--- config.mk ---
export PLATFORM = sky130hd
export DESIGN_NAME = ft245_fifo_responder
export DESIGN_NICKNAME = d
export VERILOG_FILES = /design/src/rtl/ft245_fifo_responder.sv
export SDC_FILE = /design/constraint.sdc
export NUM_CORES = 2
export LEC_CHECK = 0
export BUFFER_PORTS_ARGS = -buffer_cell sky130_fd_sc_hd__buf_2
export CORE_AREA = 2 2 391 393
export DETAILED_ROUTE_END_ITERATION = 8
export DIE_AREA = 0 0 393 395
export GPL_TIMING_DRIVEN = 0
export PLACE_DENSITY = 0.71
export SLEW_MARGIN = 20
export SYNTH_ARGS = -nofsm -noshare
export SYNTH_HDL_FRONTEND = slang
export SYNTH_SLANG_ARGS = --single-unit
--- constraint.sdc ---
create_clock -name CLK -period 7.75 [get_ports CLK]
set_clock_uncertainty 0.05 [all_clocks]
set_input_delay 1.1625 -clock CLK [delete_from_list [all_inputs] [get_ports CLK]]
set_output_delay 1.1625 -clock CLK [all_outputs]
set_load 0.1 [all_outputs]
--- src/rtl/ft245_fifo_responder.sv ---
// ft245_fifo_responder: FT245-style chip-side responder bridging RD/WR strobes to host-side RX/TX byte FIFOs.
// Define FT_ERRCNT_EN to add saturating RD_ERR/WR_ERR violation counters.
module ft245_fifo_responder #(
   parameter int DEPTH_LOG2 = 7,
   parameter int RXF_HOLD   = 4,
   parameter int TXE_HOLD   = 4
) (
   input  logic                  CLK,
   input  logic                  RSTN,
   input  logic                  RD,
   input  logic                  WR,
   input  logic [7:0]            USB_DIN,
   output logic [7:0]            USB_DOUT,
   output logic                  USB_OE,
   output logic                  RXF,
   output logic                  TXE,
   input  logic [7:0]            HRX_DATA,
   input  logic                  HRX_VALID,
   output logic                  HRX_READY,
   output logic [7:0]            HTX_DATA,
   output logic                  HTX_VALID,
   input  logic                  HTX_READY,
   output logic [DEPTH_LOG2:0]   RX_LEVEL,
   output logic [DEPTH_LOG2:0]   TX_LEVEL
`ifdef FT_ERRCNT_EN
   ,
   output logic [7:0]            RD_ERR,
   output logic [7:0]            WR_ERR
`endif
);
   localparam int LW = DEPTH_LOG2 + 1;
   localparam int DEPTH = 1 << DEPTH_LOG2;
   localparam logic [DEPTH_LOG2:0] FULL = LW'(DEPTH);
   localparam logic [7:0] RXF_H = 8'(RXF_HOLD);
   localparam logic [7:0] TXE_H = 8'(TXE_HOLD);
   typedef enum logic {R_IDLE, R_DRIVE} r_st_t;
   typedef enum logic {W_IDLE, W_CAPT} w_st_t;
   logic rd_s1_q, rd_s2_q, wr_s1_q, wr_s2_q;
   logic [7:0] din_s1_q, din_s2_q;
   logic [7:0] rx_mem [DEPTH];
   logic [7:0] tx_mem [DEPTH];
   logic [DEPTH_LOG2-1:0] rx_wp_q, rx_wp_d, rx_rp_q, rx_rp_d, tx_wp_q, tx_wp_d, tx_rp_q, tx_rp_d;
   logic [DEPTH_LOG2:0] rx_lvl_q, rx_lvl_d, tx_lvl_q, tx_lvl_d;
   r_st_t r_st_q, r_st_d;
   w_st_t w_st_q, w_st_d;
   logic rd_hit_q, rd_hit_d, oe_q, oe_d, rxf_q, rxf_d, txe_q, txe_d;
   logic [7:0] dout_q, dout_d, cap_q, cap_d, rxf_cnt_q, rxf_cnt_d, txe_cnt_q, txe_cnt_d;
   logic rx_push, rx_pop, tx_push, tx_pop;
   always_comb begin
      rx_push = HRX_VALID && rx_lvl_q != FULL;
      tx_pop = tx_lvl_q != '0 && HTX_READY;
      rx_pop = 1'b0;
      tx_push = 1'b0;
      r_st_d = r_st_q;
      w_st_d = w_st_q;
      rd_hit_d = rd_hit_q;
      dout_d = dout_q;
      oe_d = oe_q;
      cap_d = cap_q;
      rxf_cnt_d = rxf_cnt_q != 8'd0 ? rxf_cnt_q - 8'd1 : 8'd0;
      txe_cnt_d = txe_cnt_q != 8'd0 ? txe_cnt_q - 8'd1 : 8'd0;
      // rd_hit remembers whether the byte on the bus came from the FIFO, so an empty read never pops
      if (r_st_q == R_IDLE && !rd_s2_q) begin
         r_st_d = R_DRIVE;
         oe_d = 1'b1;
         rd_hit_d = rx_lvl_q != '0;
         dout_d = rx_lvl_q != '0 ? rx_mem[rx_rp_q] : 8'h00;
      end else if (r_st_q == R_DRIVE && rd_s2_q) begin
         r_st_d = R_IDLE;
         oe_d = 1'b0;
         rx_pop = rd_hit_q;
         rxf_cnt_d = RXF_H;
      end
      if (wr_s2_q) begin
         w_st_d = W_CAPT;
         cap_d = din_s2_q;
      end else if (w_st_q == W_CAPT) begin
         w_st_d = W_IDLE;
         tx_push = tx_lvl_q != FULL;
         txe_cnt_d = TXE_H;
      end
      rx_wp_d = rx_push ? rx_wp_q + 1'b1 : rx_wp_q;
      rx_rp_d = rx_pop ? rx_rp_q + 1'b1 : rx_rp_q;
      tx_wp_d = tx_push ? tx_wp_q + 1'b1 : tx_wp_q;
      tx_rp_d = tx_pop ? tx_rp_q + 1'b1 : tx_rp_q;
      rx_lvl_d = rx_lvl_q + LW'(rx_push) - LW'(rx_pop);
      tx_lvl_d = tx_lvl_q + LW'(tx_push) - LW'(tx_pop);
      rxf_d = rxf_cnt_d != 8'd0 || rx_lvl_d == '0;
      txe_d = txe_cnt_d != 8'd0 || tx_lvl_d == FULL;
   end
   always_ff @(posedge CLK or negedge RSTN) begin
      if (!RSTN) begin
         rd_s1_q <= 1'b1;
         rd_s2_q <= 1'b1;
         wr_s1_q <= 1'b0;
         wr_s2_q <= 1'b0;
         din_s1_q <= 8'h00;
         din_s2_q <= 8'h00;
         rx_wp_q <= '0;
         rx_rp_q <= '0;
         tx_wp_q <= '0;
         tx_rp_q <= '0;
         rx_lvl_q <= '0;
         tx_lvl_q <= '0;
         r_st_q <= R_IDLE;
         w_st_q <= W_IDLE;
         rd_hit_q <= 1'b0;
         oe_q <= 1'b0;
         dout_q <= 8'h00;
         cap_q <= 8'h00;
         rxf_cnt_q <= 8'd0;
         txe_cnt_q <= 8'd0;
         rxf_q <= 1'b1;
         txe_q <= 1'b1;
      end else begin
         rd_s1_q <= RD;
         rd_s2_q <= rd_s1_q;
         wr_s1_q <= WR;
         wr_s2_q <= wr_s1_q;
         din_s1_q <= USB_DIN;
         din_s2_q <= din_s1_q;
         rx_wp_q <= rx_wp_d;
         rx_rp_q <= rx_rp_d;
         tx_wp_q <= tx_wp_d;
         tx_rp_q <= tx_rp_d;
         rx_lvl_q <= rx_lvl_d;
         tx_lvl_q <= tx_lvl_d;
         r_st_q <= r_st_d;
         w_st_q <= w_st_d;
         rd_hit_q <= rd_hit_d;
         oe_q <= oe_d;
         dout_q <= dout_d;
         cap_q <= cap_d;
         rxf_cnt_q <= rxf_cnt_d;
         txe_cnt_q <= txe_cnt_d;
         rxf_q <= rxf_d;
         txe_q <= txe_d;
      end
   end
   always_ff @(posedge CLK) begin
      if (rx_push) rx_mem[rx_wp_q] <= HRX_DATA;
      if (tx_push) tx_mem[tx_wp_q] <= cap_q;
   end
`ifdef FT_ERRCNT_EN
   logic rd_viol, wr_viol;
   logic [7:0] rd_err_q, rd_err_d, wr_err_q, wr_err_d;
   always_comb begin
      rd_viol = r_st_q == R_IDLE && !rd_s2_q && rx_lvl_q == '0;
      wr_viol = w_st_q == W_CAPT && !wr_s2_q && tx_lvl_q == FULL;
      rd_err_d = rd_viol && rd_err_q != 8'hFF ? rd_err_q + 8'd1 : rd_err_q;
      wr_err_d = wr_viol && wr_err_q != 8'hFF ? wr_err_q + 8'd1 : wr_err_q;
   end
   always_ff @(posedge CLK or negedge RSTN) begin
      if (!RSTN) begin
         rd_err_q <= 8'd0;
         wr_err_q <= 8'd0;
      end else begin
         rd_err_q <= rd_err_d;
         wr_err_q <= wr_err_d;
      end
   end
   assign RD_ERR = rd_err_q;
   assign WR_ERR = wr_err_q;
`endif
   assign USB_DOUT = dout_q;
   assign USB_OE = oe_q;
   assign RXF = rxf_q;
   assign TXE = txe_q;
   assign HRX_READY = rx_lvl_q != FULL;
   assign HTX_VALID = tx_lvl_q != '0;
   assign HTX_DATA = HTX_VALID ? tx_mem[tx_rp_q] : 8'h00;
   assign RX_LEVEL = rx_lvl_q;
   assign TX_LEVEL = tx_lvl_q;
endmodule

==> impl_metrics.toml <==
[run_status]
outcome = "finished, final reports clean"

[global_route]
gr-total-overflow = 0
grt_start_max_net_pins = 93
track_usage_pct = 28.5
grt_first_pass_wirelength_um = 309000
grt_pass1_vias = 41900
antenna_found_initial = 2

[route]
viasPerCell = 6.53
drt_iter0_drc = 5518
wl_per_cell_um = 33.9
totalWireLength_um = 218000
drc = 0
vias = 42100
drtAntennaViolNets = 0
dr.pass1.iters = 6

[logic_synthesis]
syn_area_sq_um = 84100
seq_area_frac_synth_pct = 76.2
yosysTopAreaCellShare_pct = 73.1
ys_top_cells_by_count = "edfxtp_1, mux4_2, nor2_1"
ys_warn_count = 0
synth_seq_cells = 2149
synthCells = 3954
ys.flop_type = "edfxtp_1"
yosysMostFrequentCell = "edfxtp_1"
async_flop_share_pct = 4.70
synth.distinct_cells = 73
synth-edff-count = 2048
yosysTopAreaCell = "edfxtp_1"
synth_area_leaders = "edfxtp_1, mux4_2, dfrtp_1"
synth_nets = 4012
syn_avg_cell_area_sq_um = 21.3

[clock_tree]
cts_max_level = 4
cts_setup_buffers = 0
post_cts_resize_count = 0
cts-root-buf = "clkbuf_16"
cts-buffers-inserted = 207
path_clk_slew_ns = 0.07
cts_max_path_buffers = 3
clk_latency_ns = 0.86
cts_tree = "built"
hold_buffers = 0
cts.sinks = 2149

[sta]
relSlewSlack_pct = 14.2
fmax_ghz = 0.158
maxSlewViolCount = 0
fin_setup_tns_ns = 0
rsz0062_at_grt = "false"
final_hold_viol_count = 0
fin_crit_ns = 6.32
fin_crit_sh_pct = 81.5
tightest_slew_ns = 1.29
setup_viol = 0

[power_and_ir_drop]
p_int_w = 0.0229
combPwrFrac_pct = 33.2
p_seq_share_pct = 38.4
swShare_pct = 34.5
worst_ir_drop_vdd_uv = 321
power_frac_clock_pct = 28.4
netSwitchingPower_w = 0.0120
powerDensity_nw_per_um2 = 371
leakagePower_nw = 29.9

[floorplan]
ios = 59
initial_core_util_pct = 55.6
core_area_sq_um = 151000
dieArea_sq_um = 155000
die_x_um = 393
dieHeight_um = 395
row_count = 143

[critical_path]
cp_max_fo = 10
startpoint_type = "flop"
slowest_delay_ns = 0.88
endpoint_kind = "output pin"
slowest_stage = "clkbuf_1"
cpLargestDelayFamily = "buffers and inverters"
path_cells = "clkbuf_1 -> clkbuf_1 -> clkbuf_1 -> mux4_2 -> mux2i_1 -> o21ai_1 -> nand2_1 -> a31oi_1 -> buf_2"
crit_top_cell = "clkbuf_1"
cp.arrival_ns = 5.10
path_class = "flop to output pin"
worstPathRequired_ns = 6.54
crit_buf_inv = 4

[finish]
fin_cells = 6445
drive_gt1_share_pct = 24.1
layout.filler_cells = 10200
nNetsFinal = 4298
regArea_sq_um = 64100
area.growth.synth_to_final_pct = 12.0
multiInputGateArea_sq_um = 18500

[placement]
post-dp-hpwl_um = 142000
dp.cells = 6059
portBuffers = 58
place.gp.congestion = 0.956

[flow_run]
drv_cap = 0

[worst_hold_path]
min_path_type = "input pin to asynchronous set/reset pin"
[registers in the layout (all words and copies together) (netlist names), 7 cells and up]
signal	flops
rx_mem	1024
cap_q	8
rxf_cnt_q	8
rx_rp_q	7
din_s1_q	8
TX_LEVEL	8
rx_wp_q	7
USB_DOUT	8
tx_rp_q	7
din_s2_q	8
tx_wp_q	7
txe_cnt_q	8
tx_mem	1024
RX_LEVEL	8
[worst register-to-register path: stages (launching register included)]
cell	delay, ns
dfrtp_1	0.43
inv_1	0.10
ha_1	0.16
nand2_1	0.05
nor3_1	0.19
and2_1	0.45
clkbuf_1	0.36
inv_1	0.21
and2_1	0.27
clkbuf_1	0.35
ha_1	0.40
inv_1	0.07
ha_1	0.16
inv_1	0.06
fa_1	0.42
nand2b_1	0.16
a21oi_1	0.20
nor2_1	0.08
xnor2_1	0.15
nor2_1	0.10
or4b_2	0.65
o41ai_1	0.39
[placed cells by master (no fill, tap or decap), drive strengths merged, types with 7 or more instances in the layout]
cell,count
nor2,317
xor2,18
clkinv,91
mux2i,112
and2,7
ha,34
a2111oi,8
o22ai,14
buf,200
o21ai,33
nand3,33
a21oi,60
inv,54
nor2b,21
mux4,545
a31oi,14
nand2,95
dfrtp,97
o221ai,11
edfxtp,2048
bufinv,14
a211oi,20
a22oi,45
clkbuf,352
nand2b,12
xnor2,28
mux2,19
nor3,9
a221oi,18
[power by group through the flow]
stage / combinational [W] / clock (W) / sequential [W]
CTS: 0.0115 / 0.0100 / 0.0134
finish: 0.0116 / 0.00993 / 0.0134
global route: 0.0119 / 0.0105 / 0.0134
detailed placement: 0.0114 / 0 / 0.0137
floorplan: 0.00682 / 0 / 0.0141
global placement: 0.0112 / 0 / 0.0138
[cells by family after synthesis]
group / after synthesis / share of synthesized area (%)
AO/OA/AOI/OAI: 265 / 2.14
XOR/XNOR: 46 / 0.479
adder cells (fa/ha/maj): 36 / 0.554
buffers and inverters: 257 / 1.79
flip-flops: 2149 / 76.2
multiplexers: 676 / 16.2
AND/OR/NAND/NOR: 525 / 2.65
[per-layer routing]
metal  vias up  routed length [um]  global-route usage [%]
met5         -                  33                       0
met4         4               12600                    14.4
met3       556               20500                    6.21
met2      2566              107000                    45.7
met1     22100               78000                    37.1
li1      16900                   -                       -
[metrics by stage]
step | instance area, sq um | hold WS [ns] | utilization, % | worst slack (ns) | total power, W
final | 94200 | 0.192 | 62.3 | 1.43 | 0.0349
after global routing | 94200 | 0.192 | 62.3 | 1.35 | 0.0358
after CTS | 94200 | 0.152 | 62.3 | 1.40 | 0.0349
after detailed placement | 87500 | 0.286 | 57.9 | 2.30 | 0.0251
after global placement | 86900 | 0.284 | 57.5 | 2.33 | 0.0250
after floorplan | 84100 | 0.281 | - | 2.47 | 0.0209
[final timing paths]
check                      slack [ns]        start  depth (start not counted)           to
setup / recovery                 1.43   tx_rp_q[3]                          9  HTX_DATA[3]
hold / removal                   0.19         RSTN                          1   rx_wp_q[4]
setup reg to reg                 2.08  TX_LEVEL[3]                         21          TXE
hold reg to reg                  0.22  din_s1_q[6]                          0  din_s2_q[6]
max in group asynchronous        6.70         RSTN                          2     cap_q[5]
min in group CLK                 0.22  din_s1_q[6]                          0  din_s2_q[6]
[cell type report]
cell class	count	share of cell area, %
Clock inverter	114	1.19
Clock buffer	268	5.92
Multi-Input combinational cell	1548	19.7
Sequential cell	2149	68.0
Antenna cell	2	0.00531
Tap cell	2030	2.70
Inverter	49	0.195
Buffer	208	1.43
Timing Repair Buffer	77	0.878
Note: power is estimated with default switching activity, not from simulation.
